===== src/rtl/char_osd_pkg.sv =====
// Shared constants, state encoding and helpers for the character OSD loader
// and buffer reader.
package char_osd_pkg;

  localparam logic [7:0] MAGIC      = 8'hA5;
  localparam logic [7:0] CMD_CONFIG = 8'h01;
  localparam logic [7:0] CMD_TEXT   = 8'h02;

  localparam int DEF_START_X = 10;
  localparam int DEF_START_Y = 10;
  localparam int DEF_CHAR_W  = 10;
  localparam int DEF_CHAR_H  = 20;
  localparam int DEF_MARGIN  = 10;

  localparam int CFG_BYTES = 12;

  typedef enum logic [3:0] {
    S_IDLE,
    S_CMD,
    S_CFG,
    S_CLR_HI,
    S_CLR_LO,
    S_TEXT,
    S_LEN_HI,
    S_LEN_LO,
    S_DRAIN
  } state_t;

  // Geometry fields are 16-bit big-endian on the wire; only 11 bits are kept.
  function automatic logic [10:0] field11(input logic [7:0] hi, input logic [7:0] lo);
    return 11'({hi, lo});
  endfunction

  function automatic logic accepts_bytes(input state_t s);
    return (s == S_IDLE) || (s == S_CMD) || (s == S_CFG) ||
           (s == S_TEXT) || (s == S_DRAIN);
  endfunction

endpackage


===== src/rtl/char_osd_cfg_shadow.sv =====
// Collects the 12 CONFIG payload bytes and commits all six geometry
// registers in a single cycle.
module char_osd_cfg_shadow
  import char_osd_pkg::*;
#(
  parameter int SCREEN_WIDTH  = 1920,
  parameter int SCREEN_HEIGHT = 1080
) (
  input  logic        clk,
  input  logic        reset,
  input  logic        wr_en,
  input  logic [3:0]  wr_idx,
  input  logic [7:0]  wr_data,
  input  logic        commit,
  output logic [10:0] cfg_start_posX,
  output logic [10:0] cfg_start_posY,
  output logic [10:0] cfg_end_posX,
  output logic [10:0] cfg_end_posY,
  output logic [10:0] cfg_char_width,
  output logic [10:0] cfg_char_height
);

  // The 12th byte is taken straight from the stream at commit time.
  logic [7:0] shadow [0:CFG_BYTES-2];

  always_ff @(posedge clk) begin
    if (wr_en && (wr_idx < 4'(CFG_BYTES - 1)))
      shadow[wr_idx] <= wr_data;
  end

  always_ff @(posedge clk) begin
    if (reset) begin
      cfg_start_posX  <= 11'(DEF_START_X);
      cfg_start_posY  <= 11'(DEF_START_Y);
      cfg_end_posX    <= 11'(SCREEN_WIDTH - DEF_MARGIN);
      cfg_end_posY    <= 11'(SCREEN_HEIGHT - DEF_MARGIN);
      cfg_char_width  <= 11'(DEF_CHAR_W);
      cfg_char_height <= 11'(DEF_CHAR_H);
    end else if (commit) begin
      cfg_start_posX  <= field11(shadow[0], shadow[1]);
      cfg_start_posY  <= field11(shadow[2], shadow[3]);
      cfg_end_posX    <= field11(shadow[4], shadow[5]);
      cfg_end_posY    <= field11(shadow[6], shadow[7]);
      cfg_char_width  <= field11(shadow[8], shadow[9]);
      cfg_char_height <= field11(shadow[10], wr_data);
    end
  end

endmodule


===== src/rtl/char_osd_loader.sv =====
// Packet-driven loader: parses CONFIG/TEXT packets and writes the character
// buffer, publishing the length word only after the text is complete.
module char_osd_loader
  import char_osd_pkg::*;
#(
  parameter int STRLENDATA_SAVED_ADDR  = 1023,
  parameter int CHAR_BUFFER_ADDR_WIDTH = 12,
  parameter int SCREEN_WIDTH           = 1920,
  parameter int SCREEN_HEIGHT          = 1080
) (
  input  logic                              clk,
  input  logic                              reset,
  input  logic [7:0]                        s_data,
  input  logic                              s_valid,
  input  logic                              s_last,
  output logic                              s_ready,
  output logic                              ram_we,
  output logic [CHAR_BUFFER_ADDR_WIDTH-1:0] ram_waddr,
  output logic [7:0]                        ram_wdata,
  output logic [10:0]                       cfg_start_posX,
  output logic [10:0]                       cfg_start_posY,
  output logic [10:0]                       cfg_end_posX,
  output logic [10:0]                       cfg_end_posY,
  output logic [10:0]                       cfg_char_width,
  output logic [10:0]                       cfg_char_height,
  output logic                              busy,
  output logic                              err
);

  localparam int AW = CHAR_BUFFER_ADDR_WIDTH;
  localparam logic [AW-1:0] LEN_HI_ADDR = AW'(STRLENDATA_SAVED_ADDR);
  localparam logic [AW-1:0] LEN_LO_ADDR = AW'(STRLENDATA_SAVED_ADDR + 1);
  localparam logic [15:0]   TEXT_MAX    = 16'(STRLENDATA_SAVED_ADDR);

  state_t      state, state_nxt;
  logic        accept;
  logic [3:0]  cfg_cnt, cfg_cnt_nxt;
  logic [15:0] text_len, text_len_nxt;
  logic        last_seen, last_seen_nxt;
  logic        ovf_flag, ovf_flag_nxt;

  logic          we_nxt;
  logic [AW-1:0] waddr_nxt;
  logic [7:0]    wdata_nxt;
  logic          err_nxt;
  logic          cfg_wr;
  logic          commit;

  assign accept = s_valid & s_ready;

  always_ff @(posedge clk) begin
    if (reset) begin
      state     <= S_IDLE;
      cfg_cnt   <= '0;
      text_len  <= '0;
      last_seen <= 1'b0;
      ovf_flag  <= 1'b0;
    end else begin
      state     <= state_nxt;
      cfg_cnt   <= cfg_cnt_nxt;
      text_len  <= text_len_nxt;
      last_seen <= last_seen_nxt;
      ovf_flag  <= ovf_flag_nxt;
    end
  end

  always_comb begin
    state_nxt     = state;
    cfg_cnt_nxt   = cfg_cnt;
    text_len_nxt  = text_len;
    last_seen_nxt = last_seen;
    ovf_flag_nxt  = ovf_flag;
    unique case (state)
      S_IDLE: if (accept) begin
        // A lone magic byte with last is a complete (bad) packet.
        if (s_last)               state_nxt = S_IDLE;
        else if (s_data == MAGIC) state_nxt = S_CMD;
        else                      state_nxt = S_DRAIN;
      end
      S_CMD: if (accept) begin
        case (s_data)
          CMD_CONFIG: begin
            state_nxt   = s_last ? S_IDLE : S_CFG;
            cfg_cnt_nxt = '0;
          end
          CMD_TEXT: begin
            state_nxt     = S_CLR_HI;
            last_seen_nxt = s_last;
            text_len_nxt  = '0;
            ovf_flag_nxt  = 1'b0;
          end
          default: state_nxt = s_last ? S_IDLE : S_DRAIN;
        endcase
      end
      S_CFG: if (accept) begin
        if (s_last)                       state_nxt = S_IDLE;
        else if (cfg_cnt == 4'(CFG_BYTES)) state_nxt = S_DRAIN;
        else                              cfg_cnt_nxt = cfg_cnt + 4'd1;
      end
      S_CLR_HI: state_nxt = S_CLR_LO;
      S_CLR_LO: state_nxt = last_seen ? S_LEN_HI : S_TEXT;
      S_TEXT: if (accept) begin
        if (text_len != TEXT_MAX) text_len_nxt = text_len + 16'd1;
        else                      ovf_flag_nxt = 1'b1;
        if (s_last) state_nxt = S_LEN_HI;
      end
      S_LEN_HI: state_nxt = S_LEN_LO;
      S_LEN_LO: state_nxt = S_IDLE;
      S_DRAIN:  if (accept && s_last) state_nxt = S_IDLE;
      default:  state_nxt = S_IDLE;
    endcase
  end

  always_comb begin
    we_nxt    = 1'b0;
    waddr_nxt = ram_waddr;
    wdata_nxt = ram_wdata;
    err_nxt   = 1'b0;
    cfg_wr    = 1'b0;
    commit    = 1'b0;
    unique case (state)
      S_IDLE: err_nxt = accept && ((s_data != MAGIC) || s_last);
      S_CMD: if (accept) begin
        case (s_data)
          CMD_CONFIG: err_nxt = s_last;
          CMD_TEXT: begin
            we_nxt    = 1'b1;
            waddr_nxt = LEN_HI_ADDR;
            wdata_nxt = 8'h00;
          end
          default: err_nxt = 1'b1;
        endcase
      end
      S_CFG: if (accept) begin
        cfg_wr = 1'b1;
        if (s_last) begin
          commit  = (cfg_cnt == 4'(CFG_BYTES - 1));
          err_nxt = (cfg_cnt != 4'(CFG_BYTES - 1));
        end else begin
          err_nxt = (cfg_cnt == 4'(CFG_BYTES));
        end
      end
      S_CLR_HI: begin
        we_nxt    = 1'b1;
        waddr_nxt = LEN_LO_ADDR;
        wdata_nxt = 8'h00;
      end
      S_TEXT: if (accept) begin
        if (text_len != TEXT_MAX) begin
          we_nxt    = 1'b1;
          waddr_nxt = text_len[AW-1:0];
          wdata_nxt = s_data;
        end else begin
          err_nxt = !ovf_flag;
        end
      end
      S_LEN_HI: begin
        we_nxt    = 1'b1;
        waddr_nxt = LEN_HI_ADDR;
        wdata_nxt = text_len[15:8];
      end
      S_LEN_LO: begin
        we_nxt    = 1'b1;
        waddr_nxt = LEN_LO_ADDR;
        wdata_nxt = text_len[7:0];
      end
      default: ;
    endcase
  end

  // Output register stage
  always_ff @(posedge clk) begin
    if (reset) begin
      s_ready   <= 1'b1;
      busy      <= 1'b0;
      err       <= 1'b0;
      ram_we    <= 1'b0;
      ram_waddr <= '0;
      ram_wdata <= '0;
    end else begin
      s_ready   <= accepts_bytes(state_nxt);
      busy      <= (state_nxt != S_IDLE);
      err       <= err_nxt;
      ram_we    <= we_nxt;
      ram_waddr <= waddr_nxt;
      ram_wdata <= wdata_nxt;
    end
  end

  char_osd_cfg_shadow #(
    .SCREEN_WIDTH  (SCREEN_WIDTH),
    .SCREEN_HEIGHT (SCREEN_HEIGHT)
  ) u_cfg_shadow (
    .clk             (clk),
    .reset           (reset),
    .wr_en           (cfg_wr),
    .wr_idx          (cfg_cnt),
    .wr_data         (s_data),
    .commit          (commit),
    .cfg_start_posX  (cfg_start_posX),
    .cfg_start_posY  (cfg_start_posY),
    .cfg_end_posX    (cfg_end_posX),
    .cfg_end_posY    (cfg_end_posY),
    .cfg_char_width  (cfg_char_width),
    .cfg_char_height (cfg_char_height)
  );

endmodule


===== config.mk =====
export PLATFORM = sky130hd
export DESIGN_NAME = char_osd_loader
export DESIGN_NICKNAME = d
export VERILOG_FILES = /design/src/rtl/char_osd_pkg.sv /design/src/rtl/char_osd_cfg_shadow.sv /design/src/rtl/char_osd_loader.sv
export SDC_FILE = /design/constraint.sdc
export NUM_CORES = 1
export LEC_CHECK = 0
export ABC_CLOCK_PERIOD_IN_PS = 6600
export BUFFER_PORTS_ARGS = -buffer_cell sky130_fd_sc_hd__buf_2
export CORE_MARGIN = 2
export CORE_UTILIZATION = 61
export CTS_CLUSTER_SIZE = 14
export DETAILED_ROUTE_END_ITERATION = 8
export PLACE_DENSITY = 0.85
export REMOVE_ABC_BUFFERS = 1
export SLEW_MARGIN = 20
export SYNTH_ARGS = -nofsm -noshare
export SYNTH_HDL_FRONTEND = slang
export SYNTH_SLANG_ARGS = --single-unit
export TNS_END_PERCENT = 100

===== constraint.sdc =====
create_clock -name clk -period 6.6 [get_ports clk]
set_clock_uncertainty 0.15 [all_clocks]
set_input_delay 0.99 -clock clk [delete_from_list [all_inputs] [get_ports clk]]
set_output_delay 0.99 -clock clk [all_outputs]
set_load 0.01 [all_outputs]

==> flow_summary.yaml <==
synth:
  synth_top_area_frac: 0.339
  synth-warning-count: 0
  synth-seq-cells: 174
  async_flop_share: 0
  synth_area_sq_mm: 0.00684
  ys_types: 52
  syn_avg_cell_area_sq_um: 9.92
  synth_cells: 690
  synthTopCellsByArea: "dfxtp_1 34%, edfxtp_1 25%, nand2_1 8.6%"
  synth_edf_count: 58
  synth_ff_type: "dfxtp_1"
  synth_top_area_cell: "dfxtp_1"
  yosysSeqAreaShare: 0.594
worst_hold_path:
  min_path_cells: 2
  hp-class: "reg -> reg"
clocking:
  cts_setup_buffers: 0
  cts_root_buf: "clkbuf_8"
  hold_buffers: 0
  clock_sinks: 174
  cts_made_buffers: 17
  tritoncts: "done"
  clock_latency_ns: 0.54
  cts.repair.resized: 0
  clock_path_buffers: 2
  htree_levels: 4
  path_clk_slew_ns: 0.07
placement:
  io_buffers: 101
  dp.final_hpwl_mm: 9.71
  gp_congestion: 0.888
pwr:
  p_leak_nw: 3.05
  power_density_mw_per_mm2: 279
  power.total_mw: 2.21
  vdd_drop_max_mv: 0.191
final_layout:
  num_antenna_cells: 0
  fin_nets: 784
  area_growth_pct: 16.0
  drive_above_1_share: 0.199
floorplanning:
  die_y_um: 110
  num_rows: 38
  die_area_sq_mm: 0.0121
  ios: 102
  initial_core_util: 0.628
  die_w_um: 110
  design.core.area_sq_mm: 0.0109
route:
  viasPerCell: 5.67
  wirelength_mm: 15.1
  ant_nets: 0
  dr_total_vias: 5217
  drc: 0
  dr.pass1.iters: 5
  drt-initial-drc-count: 413
  wl_per_cell_um: 16.4
worst_setup_path:
  path_depth: 6
  worstPathCellList: "nand2b_1 > nor2_1 > a41oi_2 > nand2_1 > or3_1 > a21oi_1"
  cp_top_family: "simple AND/OR/NAND/NOR gates"
  path_buf_inv: 0
  path_max_fanout: 20
  arrival_ns: 3.91
  endpoint_kind: "flop"
  worstSetupPathType: "reg -> reg"
  critPathLaunchType: "flop"
  slowest_delay_ns: 0.90
  crit_slowest_cell: "nor2_1"
  r2r_cells: 6
  cp.required_ns: 6.84
sta:
  worstMarginPinSlew_ns: 1.12
  maxSlewViolCount: 0
  hold_viol: 0
  setup_viol: 0
  max_clock_freq_ghz: 0.272
  finalSetupTns_ns: 0
  slew_headroom: 0.251
  timing.hold.ws_ns: 0.303
  finalCriticalPeriod_ns: 3.67
  period_share: 0.557
  rsz0062_at_grt: "false"
global_routing:
  grt_max_degree: 67
  grt_pass1_wl_mm: 23.4
  grt_pass1_vias: 4879
  antenna_found_initial: 0
  grt_overflow_total: 0
  grt_usage: 0.254
status:
  status: "complete, no violations"
run:
  max_cap_violations: 0
[cells by family after synthesis]
family	synth area share
muxes	0.0146
adders and majority gates	0.00914
DFF	0.594
xor gates and xnor gates	0.0192
and+or+nand+nor	0.240
AOI/OAI and AO/OA	0.0876
buffers and inverters	0.0358
[routing by layer]
metal,wire length (um),part of all wire,vias to the layer above,global-route usage
met5,0,0,-,0
met4,269,0.018,0,0.102
met3,977,0.065,27,0.0593
met2,7460,0.49,196,0.411
met1,6370,0.42,2467,0.330
li1,-,-,2527,-
[where the power goes]
group          total (mW)  switching (mW)  internal, mW
combinational      0.0382          0.0279        0.0103
clock                1.07           0.414         0.653
sequential           1.11         0.00182          1.11
[synthesized netlist by cell type, types with 5 or more instances]
master	number
dfxtp_1	116
nor2b_1	5
or3_1	12
xor2_1	14
nor3_1	23
o21ai_0	5
and3_1	8
nor2_1	38
nand3_1	13
a22oi_1	8
buf_2	10
clkbuf_1	27
nand2b_1	9
nand4_1	8
and2_1	18
nand2_1	157
a21oi_1	83
nand3b_1	22
ha_1	5
mux2_2	8
edfxtp_1	58
[worst reg2reg max path, cell delays in order (launching register included)]
cell and delay (ns):
dfxtp_1 0.79, nand2b_1 0.24, nor2_1 0.90, a41oi_2 0.56, nand2_1 0.61, or3_1 0.21
a21oi_1 0.06
[layout make-up]
cell class | instances | area [sq um]
Sequential cell | 174 | 4060
Inverter | 3 | 11.3
Tap cell | 140 | 175
Multi-Input combinational cell | 468 | 2540
Timing Repair Buffer | 103 | 520
Clock buffer | 17 | 414
Fill cell | 774 | 2950
Clock inverter | 15 | 216
[per-stage QoR]
stage / cells / util / worst slack (ns) / cell area (sq um)
floorplan: 645 / - / 2.99 / 6610
global placement: 888 / 0.671 / 2.92 / 7300
detailed placement: 888 / 0.671 / 2.83 / 7300
CTS: 920 / 0.729 / 3.05 / 7930
global route: 920 / 0.729 / 2.70 / 7940
finish: 920 / 0.729 / 2.93 / 7940
[final timing paths]
path / start / endpoint / slack, ns
setup / recovery: state[0]$_SDFF_PP0_ / ram_wdata[3]$_SDFFE_PP0P_ / 2.93
hold / removal: ram_wdata[5]$_SDFFE_PP0P_ / ram_wdata[5]$_SDFFE_PP0P_ / 0.30
setup reg to reg: state[0]$_SDFF_PP0_ / ram_wdata[3]$_SDFFE_PP0P_ / 2.93
hold reg to reg: ram_wdata[5]$_SDFFE_PP0P_ / ram_wdata[5]$_SDFFE_PP0P_ / 0.30
[layout by cell type (no fill, tap or decap), types with 3 or more instances in the layout]
cell type and instances:
xor2_1 14, bufinv_16 5, nand2b_1 9, clkbuf_16 16
clkinv_2 5, o21ai_0 5, a21oi_1 83, inv_1 3
edfxtp_1 58, or3_1 12, nor2_1 38, nand2_1 157
dfxtp_1 116, nand3b_1 22, nor2b_1 5, a22oi_1 8
buf_2 101, mux2_2 8, nand4_1 8, ha_1 5
nor3_1 22, and2_1 18, nand3_1 13, and3_1 8
[flip-flops by register name, indices dropped and copies added (netlist names)]
register / count
u_cfg_shadow.cfg_char_height: 8
ram_waddr: 12
ovf_flag: 1
err: 1
cfg_start_posX: 11
last_seen: 1
cfg_end_posY: 11
cfg_char_height: 3
ram_wdata: 8
u_cfg_shadow.shadow: 58
cfg_cnt: 4
s_ready: 1
text_len: 16
state: 4
ram_we: 1
cfg_end_posX: 11
cfg_start_posY: 11
busy: 1
cfg_char_width: 11
Power figures use the tool's default switching activity.
